## src/rtl/mas_mod_accum_pkg.sv

```systemverilog
// Shared types and widths for the modular accumulator and its combinational step.
package mas_mod_accum_pkg;

    localparam int unsigned DATA_W = 4;
    localparam int unsigned MOD_W  = 5;
    localparam int unsigned TMP_W  = 6;

    localparam logic OP_ADD = 1'b0;
    localparam logic OP_SUB = 1'b1;

    typedef enum logic [1:0] {
        IDLE = 2'd0,
        ACC  = 2'd1,
        DONE = 2'd2
    } state_t;

    typedef struct packed {
        logic              op;
        logic [DATA_W-1:0] data;
    } operand_t;

endpackage

```

## src/rtl/mas_mod_step.sv

```systemverilog
// One add/subtract-then-reduce step modulo q; purely combinational.
module mas_mod_step
    import mas_mod_accum_pkg::*;
(
    input  logic [DATA_W-1:0] acc,
    input  logic [DATA_W-1:0] operand,
    input  logic              op,
    input  logic [MOD_W-1:0]  q,
    output logic [DATA_W-1:0] res_c
);

    logic signed [TMP_W-1:0] acc_s;
    logic signed [TMP_W-1:0] opd_s;
    logic signed [TMP_W-1:0] q_s;
    logic signed [TMP_W-1:0] sum;
    logic signed [TMP_W-1:0] red;

    // Six signed bits cover the full -15..30 range of acc +/- operand.
    always_comb begin
        acc_s = $signed({2'b00, acc});
        opd_s = $signed({2'b00, operand});
        q_s   = $signed({q[MOD_W-1], q});
        sum   = (op == OP_SUB) ? (acc_s - opd_s) : (acc_s + opd_s);
        red   = sum;
        if (sum >= q_s) begin
            red = sum - q_s;
        end else if (sum[TMP_W-1]) begin
            red = sum + q_s;
        end
        res_c = red[DATA_W-1:0];
    end

endmodule

```

## src/rtl/mas_mod_accum.sv

```systemverilog
// Burst modular accumulator: folds operands into a residue mod q, presents it on a handshake.
// Optional operand/modulus range checking: define MAS_MOD_ACCUM_RANGE_CHK_EN.
module mas_mod_accum
    import mas_mod_accum_pkg::*;
#(
    parameter int unsigned LEN_W = 3
)
(
    input  logic              clk,
    input  logic              rst_n,
    input  logic              start,
    input  logic [LEN_W-1:0]  len,
    input  logic [MOD_W-1:0]  q,
    input  logic              in_valid,
    output logic              in_ready,
    input  logic [DATA_W-1:0] in_data,
    input  logic              in_op,
    output logic              out_valid,
    input  logic              out_ready,
    output logic [DATA_W-1:0] out_data,
    output logic              busy,
    output logic              err
);

    state_t            state;
    state_t            state_nxt;
    logic [DATA_W-1:0] acc;
    logic [DATA_W-1:0] acc_nxt;
    logic [LEN_W-1:0]  cnt;
    logic [LEN_W-1:0]  cnt_nxt;
    logic [MOD_W-1:0]  q_r;
    logic [MOD_W-1:0]  q_nxt;
    logic [DATA_W-1:0] out_data_nxt;
    logic              err_nxt;
    logic              hs;
    logic              q_bad;
    logic              opd_bad;
    operand_t          opd;
    logic [DATA_W-1:0] step_opd;
    logic [DATA_W-1:0] step_res_c;

    assign opd.op   = in_op;
    assign opd.data = in_data;
    assign hs       = in_valid && in_ready;

`ifdef MAS_MOD_ACCUM_RANGE_CHK_EN
    assign q_bad   = ($signed(q) < $signed(MOD_W'(2)));
    assign opd_bad = hs && ($signed({2'b00, opd.data}) >= $signed({q_r[MOD_W-1], q_r}));
`else
    assign q_bad   = 1'b0;
    assign opd_bad = 1'b0;
`endif

    // An out-of-range operand folds in as zero so the count still advances.
    assign step_opd = opd_bad ? DATA_W'(0) : opd.data;

    mas_mod_step u_step (
        .acc     (acc),
        .operand (step_opd),
        .op      (opd.op),
        .q       (q_r),
        .res_c   (step_res_c)
    );

    always_comb begin
        state_nxt    = state;
        acc_nxt      = acc;
        cnt_nxt      = cnt;
        q_nxt        = q_r;
        out_data_nxt = out_data;
        err_nxt      = err;
        case (state)
            IDLE: begin
                if (start) begin
                    state_nxt = ACC;
                    q_nxt     = q;
                    acc_nxt   = DATA_W'(0);
                    cnt_nxt   = len;
                    err_nxt   = q_bad;
                end
            end
            ACC: begin
                if (hs) begin
                    acc_nxt = step_res_c;
                    if (opd_bad) begin
                        err_nxt = 1'b1;
                    end
                    if (cnt == LEN_W'(0)) begin
                        state_nxt    = DONE;
                        out_data_nxt = step_res_c;
                    end else begin
                        cnt_nxt = cnt - LEN_W'(1);
                    end
                end
            end
            DONE: begin
                if (out_ready) begin
                    state_nxt = IDLE;
                end
            end
            default: begin
                state_nxt = IDLE;
            end
        endcase
    end

    // Handshake/status outputs are flopped from the next state so they track the state register.
    always_ff @(posedge clk or negedge rst_n) begin
        if (!rst_n) begin
            state     <= IDLE;
            acc       <= DATA_W'(0);
            cnt       <= LEN_W'(0);
            q_r       <= MOD_W'(0);
            out_data  <= DATA_W'(0);
            err       <= 1'b0;
            in_ready  <= 1'b0;
            out_valid <= 1'b0;
            busy      <= 1'b0;
        end else begin
            state     <= state_nxt;
            acc       <= acc_nxt;
            cnt       <= cnt_nxt;
            q_r       <= q_nxt;
            out_data  <= out_data_nxt;
            err       <= err_nxt;
            in_ready  <= (state_nxt == ACC);
            out_valid <= (state_nxt == DONE);
            busy      <= (state_nxt != IDLE);
        end
    end

endmodule

```

## config.mk

```make
export PLATFORM = sky130hd
export DESIGN_NAME = mas_mod_accum
export DESIGN_NICKNAME = d
export VERILOG_FILES = /design/src/rtl/mas_mod_accum_pkg.sv /design/src/rtl/mas_mod_step.sv /design/src/rtl/mas_mod_accum.sv
export SDC_FILE = /design/constraint.sdc
export NUM_CORES = 1
export LEC_CHECK = 0
export ABC_AREA = 1
export CAP_MARGIN = 20
export CELL_PAD_IN_SITES_DETAIL_PLACEMENT = 0
export CELL_PAD_IN_SITES_GLOBAL_PLACEMENT = 1
export CORE_UTILIZATION = 39
export DETAILED_ROUTE_END_ITERATION = 8
export PLACE_DENSITY_LB_ADDON = 0.1
export SYNTH_ARGS = -nofsm -noshare
export SYNTH_HDL_FRONTEND = slang
export SYNTH_SLANG_ARGS = --single-unit
```

## constraint.sdc

```tcl
create_clock -name clk -period 3.3 [get_ports clk]
set_input_delay 0.495 -clock clk [delete_from_list [all_inputs] [get_ports clk]]
set_output_delay 0.495 -clock clk [all_outputs]
set_load 0.005 [all_outputs]
```

==> impl_results.md, run 1 <==
* Status: complete, no violations
* Crit path DAT at 3.28 ns
* Iter 0 DRT Violations at 46
* Drt drc at 0
* Critical Path Sink Type: register
* First-pass GRT wire length at 5700 um
* Overall power at 2.05 mW
* Clock-pin slew on the worst setup and hold paths at 0.08 ns
* Die Area at 4570 sq um
* CTS max path bufs at 2
* # fillers at 407
* Synth top area share at 0.313
* Avg Synthesized Cell Area at 7.70 sq um
* Count of cell types in the netlist at 29
* Fin crit period at 3.12 ns
* Setup-failing EPs final at 0
* Core Box Area at 4060 sq um
* Share of flip-flops with an asynchronous set or reset at 1.00
* Setup CP Type: in -> reg
* Vias post-DR at 1377
* Final wirelength at 3460 um
* RSZ-0062 raised after global routing: false
* Avg WL per Cell at 11.5 um
* Initial Util at 0.414
* 1st-pass router iterations at 4
* IO Pins at 26
* Post-synth EDFFs at 0
* Share of cells above drive strength 1 at 0.139
* # diodes at 0
* Nets at 293
* Cell Pwr Density at 987 nW/um^2
* Cell Area, Synth at 1680 sq um
* H-Tree Depth at 1
* Crit share post-route at 0.945
* FF+latch count, synth at 21
* Cts bufs inserted at 3
* Worst Path Required at 3.46 ns
* Die width at 67.6 um
* Post-DP HPWL at 2840 um
* Most common cell in the synthesized netlist: nand2_1
* Final slew viol count at 0
* Worst min path class: in -> async
* Die span in y at 67.6 um
* Cells after synthesis at 218
* Vias in the first global route at 1261
* Row count at 23
* Leak at 1.11 nW
* Area Overhead vs Synth at 24.1%
* Clk_lat worst skew at 0.26 ns
* Layout Cells excl Fill at 301
* # placed instances at 296
* Clock skew at 0.00676 ns
* Largest net degree at the start of global routing at 22
* Peak VDD IR at 0.377 mV
* GRT Util Overall at 0.169
* Seq/Total Area, Yosys at 0.313
* F_max at 321 MHz
* Final ANT Viol Nets at 0
* Antenna violations before repair at 0
* Via-per-instance ratio at 4.57
* Synth area leader: dfrtp_1
* Setup Fix Bufs, Post-CTS at 0
* Hold_buf cts at 0
* CP Max Fanout at 6
* Synth top cells by count: nand2_1 (69), inv_1 (34), dfrtp_1 (21)
* Max_cap viols at 0
* Gpl congestion at 0.848
* Syn_nets at 259
* PortBufs at 24
* Clock root cell: clkbuf_8
* Yosys Warn Count at 0
* Final Hold Viols at 0
* Clk sink count at 21
* CTS tree: yes
* Synth Flop Type: dfrtp_1
* Synth area leaders: dfrtp_1 (31%), nand2_1 (15%), ha_1 (14%)
* Startpoint types: primary input
* GRT overflow at 0
[logic make-up (layout without fill, tap and decap cells)]
family	count (synthesis)	after routing	share of synthesized area
adder cells (fa/ha/maj)	23	23	0.189
buffers and inverters	40	73	0.0962
XOR/XNOR	2	2	0.0104
AND/OR/NAND/NOR	101	101	0.289
AO/OA/AOI/OAI	30	30	0.0999
other	1	1	0.00223
flip-flops	21	21	0.313
[where the power goes]
| group | total, mW | leakage (nW) | internal, mW | switching (mW) |
|---|---|---|---|---|
| registers | 0.451 | 0.262 | 0.371 | 0.0796 |
| clock network | 0.168 | 0.0228 | 0.0860 | 0.0823 |
| logic | 1.44 | 0.821 | 0.603 | 0.832 |
| total | 2.05 | 1.11 | 1.06 | 0.994 |
[cells in the final DEF, fill, tap and decap left out, types with 3 or more instances in the layout]
cell,instances
o21ai_0,15
buf_4,6
o21ai_2,3
nor2_4,4
nor2_2,5
clkdlybuf4s50_1,24
ha_1,18
nor2_1,5
fa_1,4
nand2_2,3
inv_1,34
dfrtp_1,21
nand2_1,69
clkbuf_8,3
a21oi_1,7
nand3_1,8
inv_2,4
[final cells by class]
type	instances	area, sq um	area share
clock buffers	4	45.0	0.0216
flip-flops and latches	21	526	0.252
repair buffers	31	313	0.150
multi-input cells	157	993	0.477
well taps	50	62.6	0.0300
inverters	38	143	0.0685
[final timing paths]
path	cells after the start	to	slack, ns	from
hold / removal	1	q_r[4]	0.46	rst_n
setup reg to reg	15	out_data[3]	0.47	acc[0]
max in group asynchronous	2	acc[2]	2.47	rst_n
hold reg to reg	2	out_data[1]	0.49	out_data[1]
min in group clk	2	out_data[1]	0.49	out_data[1]
setup / recovery	13	out_data[3]	0.18	in_data[0]
[worst max-delay path: stages]
cell	delay (ns)
clkdlybuf4s50_1	0.43
ha_1	0.23
fa_1	0.38
o21ai_0	0.21
xor2_1	0.32
ha_1	0.38
a21oi_1	0.15
o21ai_0	0.12
or2_2	0.29
nand3_1	0.08
nand2_1	0.08
nand2_1	0.06
nand2_1	0.05
[metal layers]
layer  wire (um)  global-route usage
met4          49              0.0638
met3         104              0.0118
met1        1800               0.244
met2        1510               0.260
met5           0                   0
[stage by stage]
stage	utilization	cell area (sq um)	hold slack, ns	TNS (ns)	setup WS [ns]
4_1_cts	0.506	2050	0.494	0	0.162
6_report	0.513	2080	0.459	0	0.180
3_3_place_gp	0.495	2010	0.488	-0.258	-0.110
5_1_grt	0.513	2080	0.463	0	0.0355
2_1_floorplan	-	1680	0.199	0	0.459
3_5_place_dp	0.495	2010	0.474	-0.335	-0.104
[what timing repair did]
action / in CTS / in global routing
hold endpoints to repair: 0 / 0
endpoints found under the setup margin: 0 / 1
resized for setup: 0 / 1
[state kept, by name (all words and copies together) (netlist names)]
name       cells
cnt            3
out_data       4
state          2
out_valid      1
in_ready       1
q_r            5
busy           1
acc            4
Note: power is estimated with default switching activity, not from simulation.
==> run 2: changes to the inputs <==
Settings changed: MAX_ROUTING_LAYER from default to met4.
==> run 2 against run 1 <==
  * Cell count decreased by 0.66%
  * Maximum frequency shrank 0.85%
  * Clock power about the same
  * Register-to-register slack worse by 0.02 ns
  * Highest routed layer unchanged
  * Combinational power hardly changed
  * Total power is 1.5% lower
==> impl_results.md, run 2 (synthesized netlist as in run 1, its figures left out) <==
* Die span in y at 67.6 um (unchanged)
* Cts bufs inserted at 3 (unchanged)
* Post-DP HPWL at 2900 um (+2.3%)
* Max_cap viols at 0 (unchanged)
* # diodes at 0 (unchanged)
* Startpoint types: primary input
* Area Overhead vs Synth at 21.8%
* Clk sink count at 21 (unchanged)
* Worst Path Required at 3.45 ns (about the same)
* Final Util at 0.504 (-0.00925)
* Crit share post-route at 0.953 (+0.00811)
* Drt drc at 0 (unchanged)
* CTS tree: yes
* 1st-pass router iterations at 4 (unchanged)
* Max FFs per register at 5 (unchanged)
* Vias post-DR at 1348 (-2.1%)
* Initial Util at 0.414 (unchanged)
* Final slew viol count at 0 (unchanged)
* Fin crit period at 3.15 ns (+0.0267 ns)
* Setup CP Type: in -> reg
* GRT Util Overall at 0.183 (+0.0145)
* Crit path cell chain: clkdlybuf4s50_1, ha_1, fa_1, o21ai_0, xor2_1, ha_1, a21oi_1, o21ai_0, or2_2, nand3_1, nand2_1, nand2_1, nand2_1
* Final non-filler cell area at 2040 sq um (-1.8%)
* RSZ-0062 raised after global routing: false
* Status: complete, no violations
* Worst hold slack at 0.501 ns (+0.0410 ns)
* Setup-failing EPs final at 0 (unchanged)
* IO Pins at 26 (unchanged)
* GRT overflow at 0 (unchanged)
* Die width at 67.6 um (unchanged)
* Top reg by flops: q_r
* Die Area at 4570 sq um (unchanged)
* Worst min path class: reg -> reg
* Antenna violations before repair at 0 (unchanged)
* Final wirelength at 3460 um (about the same)
* Setup crit start: in_data[0]
* F_max at 318 MHz (-0.85%)
* Top flop regs: q_r x5, acc x4, out_data x4
* Peak VDD IR at 0.476 mV (+26%)
* Most frequent cells in the layout: nand2_1 (69), inv_1 (34), clkdlybuf4s50_1 (24)
* Iter 0 DRT Violations at 62 (+35%)
* Share of cells above drive strength 1 at 0.129 (-0.0109)
* Crit path DAT at 3.29 ns (about the same)
* Hold_buf cts at 0 (unchanged)
* Slowest cell on crit path: clkdlybuf4s50_1
* Slew at the pin closest to its max-slew limit at 0.941 ns
* PortBufs at 24 (unchanged)
* Final ANT Viol Nets at 0 (unchanged)
* Core Box Area at 4060 sq um (unchanged)
* Nets at 291 (-0.68%)
* Setup Fix Bufs, Post-CTS at 0 (unchanged)
* # fillers at 427 (+4.9%)
* Clock-pin slew on the worst setup and hold paths at 0.07 ns (about the same)
* Clock root cell: clkbuf_8
* Cell Pwr Density at 989 nW/um^2 (+0.26%)
* Cell family with most CP delay: adder cells
* Most common cell after layout, fill and taps aside: nand2_1
* Avg WL per Cell at 11.6 um (+0.58%)
* Clk_lat worst skew at 0.25 ns (about the same)
* H-Tree Depth at 1 (unchanged)
* Reg-to-reg critical path startpoint: acc[0]
* Gpl congestion at 0.873 (+2.9%)
* CP Buf/Inv Count at 1 (unchanged)
* Largest net degree at the start of global routing at 22 (unchanged)
* CP Max Fanout at 6 (unchanged)
* Final Hold Viols at 0 (unchanged)
* Critical Path Sink Type: register
* Post-route setup TNS at 0 ns (unchanged)
* Leak at 1.09 nW (-1.5%)
* CP most frequent cell: nand2_1
* Vias in the first global route at 1331 (+5.6%)
* CTS max path bufs at 2 (unchanged)
* Hold wc startpoint: out_data[3]
* First-pass GRT wire length at 6000 um (+5.2%)
* Max_slew headroom at 0.371
* Clock skew at 0.00146 ns (-0.00530 ns)
* Dpl cell area at 2000 sq um (-0.37%)
* Row count at 23 (unchanged)
* CP peak stage delay at 0.43 ns (about the same)
* Via-per-instance ratio at 4.51 (-1.5%)
* Post_cts resized at 0 (unchanged)
-- run 2: cell count changes in the layout (fill, tap and decap cells not counted), sizes merged --
cell,previous run,this run
buf,7,5
-- run 2: layout make-up --
class	count	area [sq um]	share of cell area
multi-input combinational	157	991	0.485
sequential	21	526	0.257
timing repair buffer	29	278	0.136
inverter	38	143	0.0698
tap	50	62.6	0.0306
clock buffer	4	45.0	0.0220
-- run 2: per-stage QoR --
step	power, mW	instances	setup slack [ns]
2_1_floorplan	1.50	218	0.459
3_3_place_gp	1.89	295	-0.130
3_5_place_dp	1.88	295	-0.135
4_1_cts	2.06	299	0.128
5_1_grt	2.28	299	0.0127
6_report	2.02	299	0.154
-- run 2: per-layer routing --
| layer | global-route usage | share of wire | vias up |
|---|---|---|---|
| li1 | - | - | 742 |
| met1 | 0.241 | 0.51 | 588 |
| met2 | 0.293 | 0.47 | 16 |
| met3 | 0.0152 | 0.012 | 2 |
| met4 | 0.0638 | 0.0069 | 0 |
| met5 | - | 0 | - |
-- run 2: worst reg2reg max path: cells and delay by family, from the launching register on --
family | cells | cell delay, ns
adders and majority gates | 3 | 0.91
buffers and inverters | 2 | 0.16
xor gates and xnor gates | 1 | 0.28
AOI/OAI and AO/OA | 3 | 0.39
and+or+nand+nor | 6 | 0.64
DFF | 1 | 0.38
-- run 2: path summary, 6_finish.rpt --
kind,end,slack (ns),depth (start not counted)
max,out_data[3],0.15,13
min,out_data[3],0.50,2
max reg2reg,out_data[3],0.45,15
min reg2reg,out_data[3],0.50,2
max in group asynchronous,acc[0],1.97,1
min in group asynchronous,q_r[3],0.76,1
-- run 2: report_power, final --
group / internal, mW / switching, mW
sequential: 0.371 / 0.0794
clock: 0.0858 / 0.0788
combinational: 0.581 / 0.826
